**src/rtl/i2s_pkg.sv**
```systemverilog
// Shared I2S frame geometry and slot-to-bit mapping for the transmitter and
// the future master-mode receiver.
package i2s_pkg;

  localparam int FRAME_BITS = 64;
  localparam int SLOT_BITS  = 32;
  localparam int SLOT_W     = 6;
  localparam int IDX_W      = SLOT_W - 1;

  typedef logic [SLOT_W-1:0] slot_t;

  typedef enum logic {
    CHAN_LEFT  = 1'b0,
    CHAN_RIGHT = 1'b1
  } chan_e;

  // Position 0 of each half is the one-bit delay after the word-select edge.
  function automatic logic slot_is_data(input slot_t slot, input int bitsize);
    int pos;
    pos = int'(slot[IDX_W-1:0]);
    return (pos >= 1) && (pos <= bitsize);
  endfunction

  function automatic logic [IDX_W-1:0] slot_bit_index(input slot_t slot, input int bitsize);
    int pos;
    pos = int'(slot[IDX_W-1:0]);
    return IDX_W'(bitsize - pos);
  endfunction

endpackage

```
**src/rtl/i2s_tx_if.sv**
```systemverilog
// Stereo sample handshake from the audio pipeline into the I2S transmitter.
interface i2s_tx_if #(
  parameter int BITSIZE = 24
);

  logic [BITSIZE-1:0] left_chan;
  logic [BITSIZE-1:0] right_chan;
  logic               sample_valid;
  logic               sample_ready;

  modport master (
    output left_chan,
    output right_chan,
    output sample_valid,
    input  sample_ready
  );

  modport slave (
    input  left_chan,
    input  right_chan,
    input  sample_valid,
    output sample_ready
  );

endinterface

```
**src/rtl/i2s_slot_counter.sv**
```systemverilog
// Free-running 64-slot I2S frame counter with registered word select.
// lrclk lags slot[5] by one sclk; frame_start is combinational on slot 63; no backpressure.
module i2s_slot_counter
  import i2s_pkg::*;
(
  input  logic  sclk,
  input  logic  rst,
  output slot_t slot,
  output logic  lrclk,
  output logic  frame_start
);

  always_ff @(posedge sclk) begin
    if (rst) begin
      slot  <= '0;
      lrclk <= 1'b0;
    end else begin
      slot  <= slot + 1'b1;
      lrclk <= slot[SLOT_W-1];
    end
  end

  assign frame_start = (slot == slot_t'(FRAME_BITS - 1));

endmodule

```
**src/rtl/i2s_tx.sv**
```systemverilog
// I2S master transmitter: one-pair holding register feeding 64-bit MSB-first frames.
// Pair sent in the frame after acceptance (left MSB 2 sclk after the wrap); ready low while holding is full.
module i2s_tx
  import i2s_pkg::*;
#(
  parameter int BITSIZE = 24
) (
  input  logic           sclk,
  input  logic           rst,
  i2s_tx_if.slave        smp,
  output logic           lrclk,
  output logic           sdata,
  output logic           underrun
);

  slot_t                slot;
  logic                 frame_start;
  logic                 full;
  logic                 armed;
  logic                 accept;
  logic [BITSIZE-1:0]   hold_l;
  logic [BITSIZE-1:0]   hold_r;
  logic [SLOT_BITS-1:0] frame_l;
  logic [SLOT_BITS-1:0] frame_r;
  logic [IDX_W-1:0]     bit_idx;
  logic                 sdata_nxt;

  i2s_slot_counter u_slot (
    .sclk        (sclk),
    .rst         (rst),
    .slot        (slot),
    .lrclk       (lrclk),
    .frame_start (frame_start)
  );

  assign smp.sample_ready = ~full;
  assign accept           = smp.sample_valid & ~full;

  // armed stays low until the first wrap so the load out of reset is not an underrun.
  always_ff @(posedge sclk) begin
    if (rst) begin
      full     <= 1'b0;
      armed    <= 1'b0;
      underrun <= 1'b0;
      hold_l   <= '0;
      hold_r   <= '0;
      frame_l  <= '0;
      frame_r  <= '0;
    end else begin
      if (accept) begin
        hold_l <= smp.left_chan;
        hold_r <= smp.right_chan;
      end
      if (frame_start) begin
        full     <= accept;
        armed    <= 1'b1;
        underrun <= armed & ~full;
        frame_l  <= full ? SLOT_BITS'(hold_l) : '0;
        frame_r  <= full ? SLOT_BITS'(hold_r) : '0;
      end else begin
        full     <= full | accept;
        underrun <= 1'b0;
      end
    end
  end

  always_comb begin
    bit_idx   = slot_bit_index(slot, BITSIZE);
    sdata_nxt = 1'b0;
    if (slot_is_data(slot, BITSIZE)) begin
      if (chan_e'(slot[SLOT_W-1]) == CHAN_RIGHT) begin
        sdata_nxt = frame_r[bit_idx];
      end else begin
        sdata_nxt = frame_l[bit_idx];
      end
    end
  end

  always_ff @(posedge sclk) begin
    if (rst) begin
      sdata <= 1'b0;
    end else begin
      sdata <= sdata_nxt;
    end
  end

endmodule

```
**src/flat_wrapper.sv**
```systemverilog
// flat-port wrapper written by rule: the top's interface ports become plain ports
module i2s_tx_flat import i2s_pkg::*;
#(
  parameter int BITSIZE = 24
)
  (sclk, rst, lrclk, sdata, underrun, smp_left_chan, smp_right_chan, smp_sample_valid, smp_sample_ready);
  i2s_tx_if #(.BITSIZE(BITSIZE)) smp_i ();
  input  logic sclk;
  input  logic rst;
  output logic lrclk;
  output logic sdata;
  output logic underrun;
  input wire logic [$bits(smp_i.left_chan)-1:0] smp_left_chan;
  input wire logic [$bits(smp_i.right_chan)-1:0] smp_right_chan;
  input wire logic [$bits(smp_i.sample_valid)-1:0] smp_sample_valid;
  output wire logic [$bits(smp_i.sample_ready)-1:0] smp_sample_ready;
  assign smp_i.left_chan = smp_left_chan;
  assign smp_i.right_chan = smp_right_chan;
  assign smp_i.sample_valid = smp_sample_valid;
  assign smp_sample_ready = smp_i.sample_ready;
  i2s_tx #(.BITSIZE(BITSIZE)) u_core (.sclk(sclk), .rst(rst), .smp(smp_i), .lrclk(lrclk), .sdata(sdata), .underrun(underrun));
endmodule
```
**config.mk**
```make
export PLATFORM = sky130hd
export DESIGN_NAME = i2s_tx_flat
export DESIGN_NICKNAME = d
export VERILOG_FILES = /design/src/rtl/i2s_pkg.sv /design/src/rtl/i2s_tx_if.sv /design/src/rtl/i2s_slot_counter.sv /design/src/rtl/i2s_tx.sv /design/src/flat_wrapper.sv
export SDC_FILE = /design/constraint.sdc
export NUM_CORES = 1
export LEC_CHECK = 0
export CAP_MARGIN = 20
export CELL_PAD_IN_SITES_DETAIL_PLACEMENT = 1
export CELL_PAD_IN_SITES_GLOBAL_PLACEMENT = 1
export CORE_UTILIZATION = 35
export DETAILED_ROUTE_END_ITERATION = 10
export PLACE_DENSITY = 0.65
export SLEW_MARGIN = 0
export SYNTH_ARGS = -nofsm -noshare
export SYNTH_HDL_FRONTEND = slang
export SYNTH_SLANG_ARGS = --single-unit
```
**constraint.sdc**
```tcl
create_clock -name sclk -period 3.1 [get_ports sclk]
set_input_delay 0.465 -clock sclk [delete_from_list [all_inputs] [get_ports sclk]]
set_output_delay 0.465 -clock sclk [all_outputs]
set_load 0.02 [all_outputs]
```
* Yosys cells after proc, flatten, opt, wreduce, memory -nomap -nowiden
Cells that the tools add are included.
** Cells by class
- Add/subtract/negate cells :: 2
- Order comparisons :: 3
- Eq/ne operators :: 1
- Multiplexer cells :: 8
- Bitwise logic cells :: 6
- Reductions and logical operators :: 3
** Operators by type and width (count)
- two-way mux 24 bit :: 2
- binary-select mux 1 bit (select 5 bit) :: 2
- adder 6 x 1 -> 6 bit (second input constant) :: 1
- equality test 6 bit (second input constant) :: 1
- < comparator 5 x 6 -> 1 bit (second input constant) :: 1
- >= comparator 5 x 1 -> 1 bit (second input constant) :: 1
- less-or-equal comparator 5 bit (second input constant) :: 1
- subtractor 5 bit (first input constant) :: 1
- two-way mux 1 bit :: 4
- OR reduction 2 bit :: 2
- inverter 1 bit :: 3
- AND 1 bit :: 2
- logical AND 1 bit :: 1
- bitwise OR 1 bit :: 1
** Storage, ports and cells
- Register bits :: 123
- Bits of input ports :: 51
- Output and inout bits :: 4

* Longest topological paths before layout
Gate-level depths: netlist of run 1.
- Depth in word-level cells :: 4
- Mapped depth :: 10

* By module
Synthesis of run 1 repeated with hierarchy kept, for this count alone.
** Second synthesis, totals
- Cell total of the unflattened synthesis :: 524
- Area total of the unflattened synthesis :: 4468.0 sq um
** By module, submodules not included
- i2s_tx :: instances 1, cells each 499, area each 4210.3 sq um, sequential area each 2001.9 sq um
- i2s_slot_counter :: instances 1, cells each 25, area each 257.7 sq um, sequential area each 140.1 sq um

* Least setup slack after synthesis of run 1
No wires, ideal clock.
- Path type :: register to register
- Start :: register u_core.u_slot.slot[0]
- End :: register u_core.sdata
- Arrival :: 2.411 ns
- Data required time :: 2.970 ns
- Slack :: 0.559 ns
- Stages on the path, launching flop included :: 10
- Cell sequence :: dfxtp_1 buf_2 clkinv_1 ha_1 buf_2 buf_4 mux4_1 mux2_2 a22oi_1 a211oi_1
** On the way
- Longest elaborated chain between the ends :: 4
- Elaborated cells between the ends (all ways) :: 11
- Those cells by class :: 1 x add/sub; 2 x order compare; 5 x mux; 1 x bitwise; 2 x reduce/logical
** RTL lines
- start, declared :: line i2s_slot_counter.sv:8 : output slot_t slot,
- start signal, assigned :: line i2s_slot_counter.sv:18 : slot <= slot + 1'b1;
- subtractor 5 bit (tied with other cells) :: line i2s_pkg.sv:27 : return IDX_W'(bitsize - pos);
- binary-select mux 1 bit (select 5 bit) (tied with other cells) :: line i2s_tx.sv:74 : sdata_nxt = frame_l[bit_idx];
- two-way mux 1 bit (not written as such) (tied with other cells) :: line i2s_tx.sv:74
- two-way mux 1 bit or OR reduction 2 bit (tied branches)
- end signal, assigned :: line i2s_tx.sv:83 : sdata <= sdata_nxt;
- end, declared :: line i2s_tx.sv:12 : output logic sdata,
Parallel ways exist; a longest one is shown, timed or not. The select of a mux whose other input is x is not followed.
A chain may end at the register's enable or synchronous reset.

* Worst setup path in the final report of run 1
Same ends and word-level chain as after synthesis.

==> results of run 1 <==
==> area by class of cell <==
class	count	area [um^2]
Clock buffer	10	229.0
Multi-Input combinational cell	362	2021
Timing Repair Buffer	64	613.1
Tap cell	168	210.2
Inverter	3	11.26
Fill cell	1411	6769
Clock inverter	6	65.06
Sequential cell	107	2143
==> cell usage in the layout (no fill, tap or decap), types with 2 or more instances in the layout <==
| cell | instances |
|---|---|
| sky130_fd_sc_hd__and3_1 | 3 |
| sky130_fd_sc_hd__mux2_2 | 3 |
| sky130_fd_sc_hd__mux4_2 | 2 |
| sky130_fd_sc_hd__nor2_1 | 11 |
| sky130_fd_sc_hd__nand3_1 | 52 |
| sky130_fd_sc_hd__mux2i_1 | 5 |
| sky130_fd_sc_hd__nor2b_1 | 2 |
| sky130_fd_sc_hd__a21oi_1 | 101 |
| sky130_fd_sc_hd__mux4_1 | 9 |
| sky130_fd_sc_hd__nand2_1 | 147 |
| sky130_fd_sc_hd__clkinv_2 | 2 |
| sky130_fd_sc_hd__buf_4 | 11 |
| sky130_fd_sc_hd__inv_1 | 2 |
| sky130_fd_sc_hd__nand3b_1 | 3 |
| sky130_fd_sc_hd__dfxtp_1 | 106 |
| sky130_fd_sc_hd__ha_1 | 3 |
| sky130_fd_sc_hd__xor2_1 | 2 |
| sky130_fd_sc_hd__clkdlybuf4s50_1 | 53 |
| sky130_fd_sc_hd__xnor2_1 | 3 |
| sky130_fd_sc_hd__clkbuf_16 | 9 |
==> power breakdown <==
part	internal [mW]	switching [mW]
Combinational	0.132	0.145
Sequential	1.42	0.0272
Clock	0.628	0.512
==> cells by family after synthesis <==
kind of cell / count (synthesis) / share of synthesized area (%)
AOI/OAI and AO/OA: 107 / 12.91
xor gates and xnor gates: 6 / 1.643
adders and majority gates: 3 / 0.8649
buffers and inverters: 48 / 4.382
DFF: 107 / 49.35
muxes: 19 / 8.417
and+or+nand+nor: 227 / 22.43
==> synthesized netlist by cell type, types with 2 or more instances <==
cell,n,area [um^2]
sky130_fd_sc_hd__nand3_1,53,265.3
sky130_fd_sc_hd__xor2_1,2,17.52
sky130_fd_sc_hd__nand3b_1,3,22.52
sky130_fd_sc_hd__nor2_1,11,41.29
sky130_fd_sc_hd__nor2b_1,3,18.77
sky130_fd_sc_hd__clkbuf_1,36,135.1
sky130_fd_sc_hd__nand2_1,147,551.8
sky130_fd_sc_hd__mux2_2,3,33.78
sky130_fd_sc_hd__ha_1,3,37.54
sky130_fd_sc_hd__and3_1,3,18.77
sky130_fd_sc_hd__buf_2,5,25.02
sky130_fd_sc_hd__mux4_2,2,45.04
sky130_fd_sc_hd__dfxtp_1,107,2142
sky130_fd_sc_hd__xnor2_1,3,26.28
sky130_fd_sc_hd__inv_1,2,7.510
sky130_fd_sc_hd__buf_1,3,11.26
sky130_fd_sc_hd__mux4_1,9,236.5
sky130_fd_sc_hd__mux2i_1,5,50.05
sky130_fd_sc_hd__a21oi_1,101,505.5
==> through the flow <==
stage               utilization, %  instances  power, mW
finish                       43.88        720      2.860
global placement             41.44        704      1.749
detailed placement           41.44        704      1.756
global route                 43.88        720      2.988
CTS                          43.88        720      2.900
floorplan                        -        517      1.644
==> flip-flops by register name (all words and copies together), names as in the netlist <==
signal,cells
u_core.sdata,1
u_core.frame_r,24
u_core.u_slot.lrclk,1
u_core.underrun,1
u_core.hold_l,24
u_core.hold_r,24
u_core.full,1
u_core.armed,1
u_core.frame_l,24
u_core.u_slot.slot,6
==> layer usage <==
| metal | GRT usage [%] | vias up | wire length, um |
|---|---|---|---|
| met4 | 5.789 | 0 | 147 |
| li1 | - | 1810 | - |
| met3 | 4.124 | 10 | 290 |
| met5 | 0 | - | 0 |
| met2 | 29.12 | 46 | 4915 |
| met1 | 21.95 | 1714 | 4874 |
==> worst reg2reg max path, stage by stage, from the launching register on <==
cell and delay (ns):
sky130_fd_sc_hd__dfxtp_1 0.33, sky130_fd_sc_hd__clkinv_1 0.21, sky130_fd_sc_hd__ha_1 0.57, sky130_fd_sc_hd__mux4_1 0.62
sky130_fd_sc_hd__mux2_2 0.30, sky130_fd_sc_hd__a2111oi_2 0.36, sky130_fd_sc_hd__a211oi_1 0.07
==> path summary, 6_finish.rpt <==
kind,startpoint,to,slack [ns],cells past startpoint
setup / recovery,u_core.u_slot.slot[0],u_core.sdata,0.52,6
hold / removal,u_core.frame_l[5],u_core.frame_l[5],0.46,2
setup reg to reg,u_core.u_slot.slot[0],u_core.sdata,0.52,6
hold reg to reg,u_core.frame_l[5],u_core.frame_l[5],0.46,2
==> results.md, run 1 <==
Floorplan:
- For this design the top-level I/O count stands at 55.
- The y dimension of the die is 113.4 um.
- The die is 113.4 um wide.
- The initial utilization of the core area, before any placement, comes to 35.99%.
- The die covers 0.01285 mm^2.
- The area of the core is 0.01206 mm^2.
- The number of core rows is 40.

Global route:
- The number of global-route vias before repair is 3666.
- The largest net degree at the start of global routing is 71.
- The first global-routing pass estimated 17600 um of wire.
- After global routing the overflow that remains totals 0.
- The number of antenna violations at the first check in global routing is 0.
- The overall routing resource usage is 17.37%.

Setup path:
- The number of buffers and inverters on the critical path is 1.
- The critical path required time is 3.33 ns.
- The critical path capture point type is a flip-flop.
- The kind of cell adding the most delay to the critical path is multiplexers.
- The critical path is of the flip-flop to flip-flop type.
- The signal on the critical path passes through clkinv_1 -> ha_1 -> mux4_1 -> mux2_2 -> a2111oi_2 -> a211oi_1.
- The longest individual stage delay on the worst path is 0.62 ns.
- The kind of start point of the critical path is a flip-flop.
- The endpoint arrival time on the critical path is 2.81 ns.
- The slowest cell on the critical path is sky130_fd_sc_hd__mux4_1.
- In this run the worst path has a maximum fanout of 8.

Clock network:
- The clock tree synthesis step divided the H-tree into 3 levels.
- The clock passes through at most 2 buffers.
- The total setup buffers inserted after CTS is 0.
- The root buffer cell chosen for the clock tree is sky130_fd_sc_hd__clkbuf_16.
- The TritonCTS buffer count is 9.
- After clock tree synthesis, the repair step resized 0 gates.
- The clock net in this run drives a total of 107 sinks.
- Clock-pin slew was measured on the worst setup and hold paths at 0.07 ns.
- The post-cts hold buffer count is 0.
- The worst-skew pair later-pin latency is 0.35 ns.
- The clock tree from TritonCTS is yes.

Power:
- In this run the power density over the cells is 540.4 mW/mm^2.
- The maximum vdd ir drop is 0.2924 mV.
- The leakage dissipation is 1.867 nW.

Timing:
- Setup repair after global routing left no endpoint under its margin.
- The peak clock frequency supported by timing is 0.3878 GHz.
- The relative max-transition margin is 51.86%.
- For the pin with the worst max-slew slack, the measured transition is 0.7220 ns.
- Across the routed clock network, the largest skew measured is 0.009052 ns.
- The final-report max-slew violation count is 0.
- The final-report setup violation count is 0.
- The worst path uses 83.18% of the clock period.
- The worst-case hold slack is 0.4555 ns.
- The shortest clock period the worst path allows after layout is 2.579 ns.
- The number of endpoints with negative hold slack in the final report came to 0.
- In the final timing run, aggregate negative setup slack is 0 ns.
- The worst path meets setup with 0.5214 ns of slack.

Synth:
- In the synthesized netlist the dominant register cell turns out to be sky130_fd_sc_hd__dfxtp_1.
- The cell area after technology mapping is 0.004340 mm^2.
- The share of synthesized area occupied by flip-flops and latches is 49.35%.
- Yosys printed 0 warnings.
- In this run the mean area of a mapped cell was 8.395 um^2.
- Synthesis produced a netlist whose cell count is 517.
- In this run, synthesis inferred 0 flip-flops with an integrated enable.
- The share of flip-flops with an asynchronous set or reset is 0%.
- The count of distinct cell types in the synthesized netlist is 35.
- The net count after synthesis is 571.
- The synthesized flop and latch total is 107.

Place:
- Once placement finished, the instance area stood at 0.004999 mm^2.
- The detailed placement HPWL is 6955 um.
- At the end of routability-driven placement, the weighted congestion stood at 0.7890.
- The pre-CTS worst setup slack is 0.5180 ns.
- The count of buffers added on input and output ports is 54.

Detailed routing:
- The detail route stage leaves a number of antenna-violating nets equal to 0.
- The wire length per cell after detailed routing is 14.20 um.
- The final layout contains routed wiring with a total length of 10230 um.
- After detailed routing, the number of remaining DRC violations is 0.
- Before antenna repair, the detailed router went through 4 iterations.
- The count of vias placed by the detailed router is 3580.
- In this run, the number of DRC markers left after iteration 0 of detailed routing was 144.
- The ratio of routed vias to standard cells is 4.972.

Finish:
- The area added between synthesis and finish is 21.94%.
- The final-stage net count is 601.
- The share of final-layout standard cells stronger than drive strength 1 is 7.065%.
- The design area is 0.005293 mm^2.
- The total inserted antenna cells is 0.

Status:
- The run finished with clean final reports.

Job:
- Across the run, the number of max-cap violations was 0.

Worst hold path:
- The path type of the worst min-delay path is flip-flop to flip-flop.
Power figures use the tool's default switching activity.
==> run 2: changes to the inputs <==
- clock period: 3.1 -> 2.5 ns (I/O delays scaled with it)
==> run 2 against run 1 <==
- clock skew is 0.0018 ns lower
- clock-buffer cell count is 1 higher
- utilization grew 0.45 points
- sequential share of layout area fell by 0.38 points
- critical path type unchanged
- largest power group unchanged
==> results.md, run 2 (synthesized netlist as in run 1, its figures left out) <==
Status:
- The run finished with clean final reports.

Timing:
- The number of endpoints with negative hold slack in the final report came to 0.
- The portion of the clock cycle consumed by the worst path in the final layout is 92.74%.
- The peak clock frequency supported by timing is 0.4313 GHz.
- The final-report setup violation count is 0.
- The relative max-transition margin is 64.53%.
- The post-route setup TNS is 0 ns.
- The final-report max-slew violation count is 0.
- After layout, the worst setup slack is 0.1814 ns.
- On the final layout, the worst clock skew is 0.007206 ns.
- Setup repair after global routing left no endpoint under its margin.
- For the pin with the worst max-slew slack, the measured transition is 0.5321 ns.
- The shortest clock period the worst path allows after layout is 2.319 ns.

Finish:
- The final standard cell count with taps included and fillers excluded is 725.
- Counting the fill cells in the layout gives 1424.
- The top cell types in the final layout, fill and taps aside, are sky130_fd_sc_hd__nand2_1 (147), sky130_fd_sc_hd__dfxtp_1 (105), sky130_fd_sc_hd__a21oi_1 (101), sky130_fd_sc_hd__nand3_1 (53), sky130_fd_sc_hd__clkdlybuf4s50_1 (53).
- In the final layout, the multi-input gates occupy 0.002016 mm^2.
- The area growth from synthesis to layout is 23.18%.
- The number of antenna diodes in the final layout is 0.
- For this run, the post-layout net count is 606.
- In the final layout, the share of cells above drive strength 1 is 8.259%.
- Leaving out fill and tap cells, the most frequent cell in the layout is sky130_fd_sc_hd__nand2_1.
- Cells fill 44.33% of the core in the end.
- The register area is 0.002145 mm^2.

Setup path:
- The slowest cell on the critical path is sky130_fd_sc_hd__mux4_1.
- The signal on the critical path passes through clkinv_2 -> ha_1 -> buf_4 -> mux4_1 -> mux2_2 -> a22oi_1 -> a211oi_1.
- STA puts the critical path data required time at 2.73 ns.
- Of all nets on the critical path, the largest fanout is 9.
- The longest individual stage delay on the worst path is 0.57 ns.
- The category of the most critical setup path is flip-flop to flip-flop.
- The start point of the critical path is u_core.u_slot.slot[0].
- Across all register-to-register paths, the minimum setup slack is 0.18 ns.
- Measured in cells, the most critical reg-to-reg path has a length of 7.
- The worst flop-to-flop path endpoint is u_core.sdata.
- STA classifies the critical path startpoint as a flip-flop.
- The critical path capture point type is a flip-flop.
- Data arrives at the worst endpoint at 2.55 ns.
- The worst register-to-register path begins at u_core.u_slot.slot[0].
- The end point of the critical path is u_core.sdata.

Power:
- The leakage dissipation is 1.902 nW.
- The maximum vdd ir drop is 0.3826 mV.
- The areal power density over the cells is 676.9 mW/mm^2.
- The total chip power is 3.619 mW.

Global route:
- The number of antenna violations at the first check in global routing came to 0.
- Global routing used 16.91% of the available tracks.
- The first global-routing pass estimated 17080 um of wire.
- The largest net degree at the start of global routing is 52.
- The number of global-route vias before repair is 3592.
- The total overflow left after global routing is 0.

Floorplan:
- The y dimension of the die is 113.4 um.
- The count of pins on the block boundary is 55.
- After floorplanning, the core was divided into 40 placement rows.
- The die covers 0.01285 mm^2.
- Once the floorplan was initialized, standard cells occupied 35.99% of the core.
- The die outline width is 113.4 um.
- The area of the core is 0.01206 mm^2.

Clock network:
- TritonCTS created 9 clock buffers.
- The total number of clock tree sinks is 107.
- The worst-skew pair later-pin latency is 0.36 ns.
- The clock tree from TritonCTS is yes.
- The total setup buffers inserted after CTS is 0.
- In this run the clock root is driven by a sky130_fd_sc_hd__clkbuf_16.
- After clock tree synthesis, the clock-pin slew on the worst setup and hold paths is 0.07 ns.
- In this run the deepest clock path goes through 2 buffers.
- In this run the number of H-tree levels came out at 3.

Place:
- At the end of routability-driven placement, the weighted congestion stood at 0.8021.
- The wire-length estimate of the detail-placed layout is 6951 um.
- Prior to clock tree synthesis, the placed netlist has a worst setup slack of 0.1399 ns.
- The post-placement cell count is 709.
- The count of buffers added on input and output ports is 54.

Worst hold path:
- The path type of the worst min-delay path is input pin to flip-flop.

Job:
- The count of max-cap constraint violations is 0.

Detailed routing:
- The detailed router finished its first iteration with 140 violations.
- Dividing the detail-routed via count by the number of cells gives 4.978.
- In this run the remaining antenna-violating nets after routing total 0.
- The number of iterations in the first detailed-routing pass is 4.
- The wire length per cell after detailed routing is 13.97 um.
- After detailed routing, the total wire length is 10130 um.
- The count of vias placed by the detailed router is 3609.
- The post-detailed-route DRC marker count is 0.
-- run 2: cell types whose count changed in the layout (fill, tap and decap cells not counted), sizes merged --
cell	before	now
clkinv	4	3
clkbuf	10	11
buf	11	16
-- run 2: worst min-delay path by stage --
stage	cells after the start	end	slack, ns	startpoint
after global routing	2	u_core.u_slot.slot[4]	0.45	rst
after detailed placement	2	u_core.frame_l[18]	0.45	u_core.frame_l[18]
after floorplan	2	u_core.frame_l[10]	0.43	u_core.frame_l[10]
after CTS	2	u_core.u_slot.slot[0]	0.42	rst
final	2	u_core.u_slot.slot[0]	0.43	rst
after global placement	2	u_core.frame_r[9]	0.44	u_core.frame_r[9]
-- run 2: area by class of cell --
cell class,count,area share [%]
multi-input cells,362,37.70
clock inverters,5,1.123
well taps,168,3.932
flip-flops and latches,107,40.11
inverters,3,0.2340
clock buffers,11,4.727
repair buffers,69,12.17
-- run 2: timing repair --
action,CTS,global route
hold buffers,0,0
resized for setup,0,1
endpoints found under the setup margin,0,1
-- run 2: critical path, delay by kind of cell, from the launching register on --
| kind | cells | cell delay (ns) |
|---|---|---|
| buffers and inverters | 2 | 0.36 |
| flip-flops | 1 | 0.35 |
| multiplexers | 2 | 0.84 |
| adder cells (fa/ha/maj) | 1 | 0.40 |
| AO/OA/AOI/OAI | 2 | 0.26 |
-- run 2: where the power goes --
group / leakage (nW) / switching [mW] / total, mW / internal (mW)
combinational: 0.879 / 0.182 / 0.354 / 0.172
clock: 0.152 / 0.640 / 1.47 / 0.835
sequential: 0.871 / 0.0335 / 1.79 / 1.76
total: 1.90 / 0.855 / 3.62 / 2.76
-- run 2: per-stage QoR --
step	area [um^2]	hold slack, ns
floorplan	4342	0.4271
global placement	5032	0.4428
detailed placement	5032	0.4487
CTS	5345	0.4211
global route	5346	0.4490
finish	5346	0.4262
-- run 2: per-layer routing --
metal	global-route usage (%)	vias up	part of all wire, %
li1	-	1823	-
met1	21.01	1730	48
met2	27.98	49	47
met3	5.303	7	3.6
met4	5.263	0	1.1
met5	0	-	0
==> run 3: changes to the inputs <==
- CORE_ASPECT_RATIO: unset -> 1.25
==> run 3 against run 2 <==
- setup slack worse by 0.044 ns
- final area down 0.84%
- wire length up 1.1%
- clock power down 10%
- sequential power about the same
- largest cell class unchanged
- combinational power up 4%
- register-to-register slack worse by 0.04 ns
- critical path type unchanged
- global-route usage up 0.76 points
- die area about the same
==> results.md, run 3 (synthesized netlist as in run 1, its figures left out) <==
Detailed routing:
- The first-iteration detailed-routing DRC count is 82.
- After detailed routing, the number of remaining DRC violations is 0.
- The count of nets left with antenna violations once routing finished came out at 0.
- The wire length per cell after detailed routing is 14.21 um.
- The number of iterations in the first detailed-routing pass is 4.
- The ratio of routed vias to standard cells is 5.031.
- The final route contains 3627 vias.
- The routed design has 10240 um of wire.

Floorplan:
- After floorplanning, the core was divided into 45 placement rows.
- The floorplan step set the die height to 126.5 um.
- The floorplan step defined a die boundary enclosing 0.01285 mm^2.
- The area of the core is 0.01211 mm^2.
- The effective utilization at floorplan is 35.86%.
- The die outline width is 101.6 um.
- In this run the count of I/O pins placed on the die edge is 55.

Finish:
- The area added between synthesis and finish is 22.14%.
- The library cells used most frequently in the layout, excluding fill and tap cells, are sky130_fd_sc_hd__nand2_1 (147), sky130_fd_sc_hd__dfxtp_1 (106), sky130_fd_sc_hd__a21oi_1 (101), sky130_fd_sc_hd__nand3_1 (53), sky130_fd_sc_hd__clkdlybuf4s50_1 (53).
- The share of final-layout standard cells stronger than drive strength 1 is 7.540%.
- The final-stage net count is 606.
- The design area is 0.005301 mm^2.
- The repair_antennas step left the layout with diodes totalling 0.
- Leaving out fill and tap cells, the most frequent cell in the layout is sky130_fd_sc_hd__nand2_1.
- The final-layout fill cell count is 1432.

Timing:
- The slew at the pin closest to its max-slew limit is 0.8265 ns.
- The relative max-transition margin is 44.90%.
- The number of endpoints with negative hold slack in the final report is 0.
- The final-report setup violation count is 0.
- The final-report max-slew violation count was 0.
- The post-route setup TNS is 0 ns.
- After layout, the minimum clock period comes to 2.362 ns.
- The final worst clock skew is 0.005336 ns.
- For this run, the top clock speed supported by timing is 0.4233 GHz.
- The portion of the clock cycle consumed by the worst path in the final layout is 94.49%.
- Setup repair after global routing left no endpoint under its margin.

Place:
- The weighted congestion at the end of routability-driven global placement is 0.8171.
- Once placement finished, the instance area stood at 0.005005 mm^2.
- Buffers placed on the I/O ports in this run total 54.
- The detailed placement HPWL is 6854 um.

Power:
- Overall power consumption after layout is estimated at 3.476 mW.
- The maximum vdd ir drop is 0.3085 mV.
- For this design the ratio of total power to cell area is 655.7 mW/mm^2.
- Summed over all cells, the static leakage comes to 1.876 nW.

Clock network:
- The maximum level of the CTS H-tree is 3.
- The total number of clock tree sinks is 107.
- The clock tree from TritonCTS is yes.
- In this run, CTS created clock tree buffers numbering 9.
- The clock transition at the registers of the reported paths is 0.07 ns.
- The maximum clock insertion buffer count is 2.
- After clock tree synthesis, the setup repair step added 0 buffers.
- The post-cts hold buffer count is 0.
- The total of cells resized after clock tree synthesis is 0.
- The tree is rooted in a sky130_fd_sc_hd__clkbuf_16.
- Clock latency on the worst-skew pair, taken at its later pin, is 0.35 ns.

Setup path:
- The number of cell instances on the worst register-to-register path is 7.
- The kind of start point of the critical path is a flip-flop.
- The category of the most critical setup path is flip-flop to flip-flop.
- At the worst endpoint, the required time is 2.72 ns.
- The worst flop-to-flop path endpoint is u_core.sdata.
- The end point of the critical path is u_core.sdata.
- The most critical setup path has its startpoint at u_core.u_slot.slot[0].
- For flop-to-flop paths, the worst setup slack is 0.14 ns.
- The endpoint arrival time on the critical path is 2.58 ns.
- In this run the critical register-to-register path is launched from u_core.u_slot.slot[0].
- The critical path capture point type is a flip-flop.
- Of all nets on the critical path, the largest fanout is 9.

Global route:
- The overall routing resource usage is 17.67%.
- The number of antenna violations at the first check in global routing is 0.
- The number of global-route vias before repair was 3699.
- The total congestion overflow after global routing is 0.
- Entering global routing, the biggest net connects 82 pins.
- The wire length of the first global-routing pass is 17970 um.

Status:
- The flow ran to the end, and the final reports show no timing, DRC or antenna violations.

Worst hold path:
- The path type of the worst min-delay path is flip-flop to flip-flop.

Job:
- The count of max-cap constraint violations is 0.
==> run 3: cell count changes in the layout (fill, tap and decap cells not counted) <==
cell | previous run | this run
sky130_fd_sc_hd__inv_6 | 1 | 0
sky130_fd_sc_hd__clkinv_2 | 2 | 1
sky130_fd_sc_hd__clkinvlp_4 | 1 | 2
sky130_fd_sc_hd__bufinv_16 | 1 | 0
sky130_fd_sc_hd__clkbuf_8 | 2 | 1
sky130_fd_sc_hd__clkbuf_1 | 0 | 3
sky130_fd_sc_hd__dfxtp_2 | 2 | 1
sky130_fd_sc_hd__dfxtp_1 | 105 | 106
==> run 3: through the flow <==
stage	worst slack (ns)	hold WS [ns]	cells	utilization, %
after detailed placement	0.06255	0.4444	702	41.34
after CTS	0.03285	0.4538	718	43.61
after floorplan	0.04329	0.4271	517	-
final	0.1379	0.4529	721	43.79
after global routing	0.01654	0.4748	721	43.79
after global placement	0.1708	0.4419	702	41.34
==> run 3: report_power, final <==
group | total [mW] | internal (mW) | leakage [nW] | switching, mW
clock | 1.32 | 0.706 | 0.126 | 0.613
sequential | 1.79 | 1.76 | 0.870 | 0.0323
combinational | 0.368 | 0.179 | 0.879 | 0.189
total | 3.48 | 2.64 | 1.88 | 0.834
==> run 3: final cells by class <==
type / count / area [um^2] / share of cell area, %
timing repair buffer: 69 / 650.6 / 12.27
clock inverter: 3 / 23.77 / 0.4484
clock buffer: 13 / 250.2 / 4.720
sequential: 107 / 2143 / 40.43
inverter: 3 / 12.51 / 0.2360
multi-input combinational: 362 / 2016 / 38.02
tap: 164 / 205.2 / 3.871
==> run 3: layer usage <==
metal  part of all wire [%]  wire (um)  GRT usage [%]
met5                      0          0              0
met4                    1.7        178          7.161
met3                    2.3        235          1.873
met2                     49       5020          29.61
met1                     47       4808          23.00
==> run 3: how the worst min path moves through the flow <==
stage,cells past startpoint,endpoint,startpoint
after floorplan,2,u_core.frame_l[10],u_core.frame_l[10]
after global placement,2,u_core.armed,u_core.armed
after detailed placement,2,u_core.frame_l[14],u_core.frame_l[14]
after CTS,2,u_core.frame_l[14],u_core.frame_l[14]
after global routing,2,u_core.frame_l[19],u_core.frame_l[19]
final,2,u_core.frame_l[13],u_core.frame_l[13]
==> run 3: critical path, cell delays in order, from the launching register on <==
cell and delay (ns):
sky130_fd_sc_hd__dfxtp_1 0.35, sky130_fd_sc_hd__clkinv_2 0.13, sky130_fd_sc_hd__ha_1 0.39, sky130_fd_sc_hd__buf_4 0.22, sky130_fd_sc_hd__mux4_1 0.58, sky130_fd_sc_hd__mux2_2 0.28
sky130_fd_sc_hd__a22oi_1 0.19, sky130_fd_sc_hd__a211oi_1 0.10
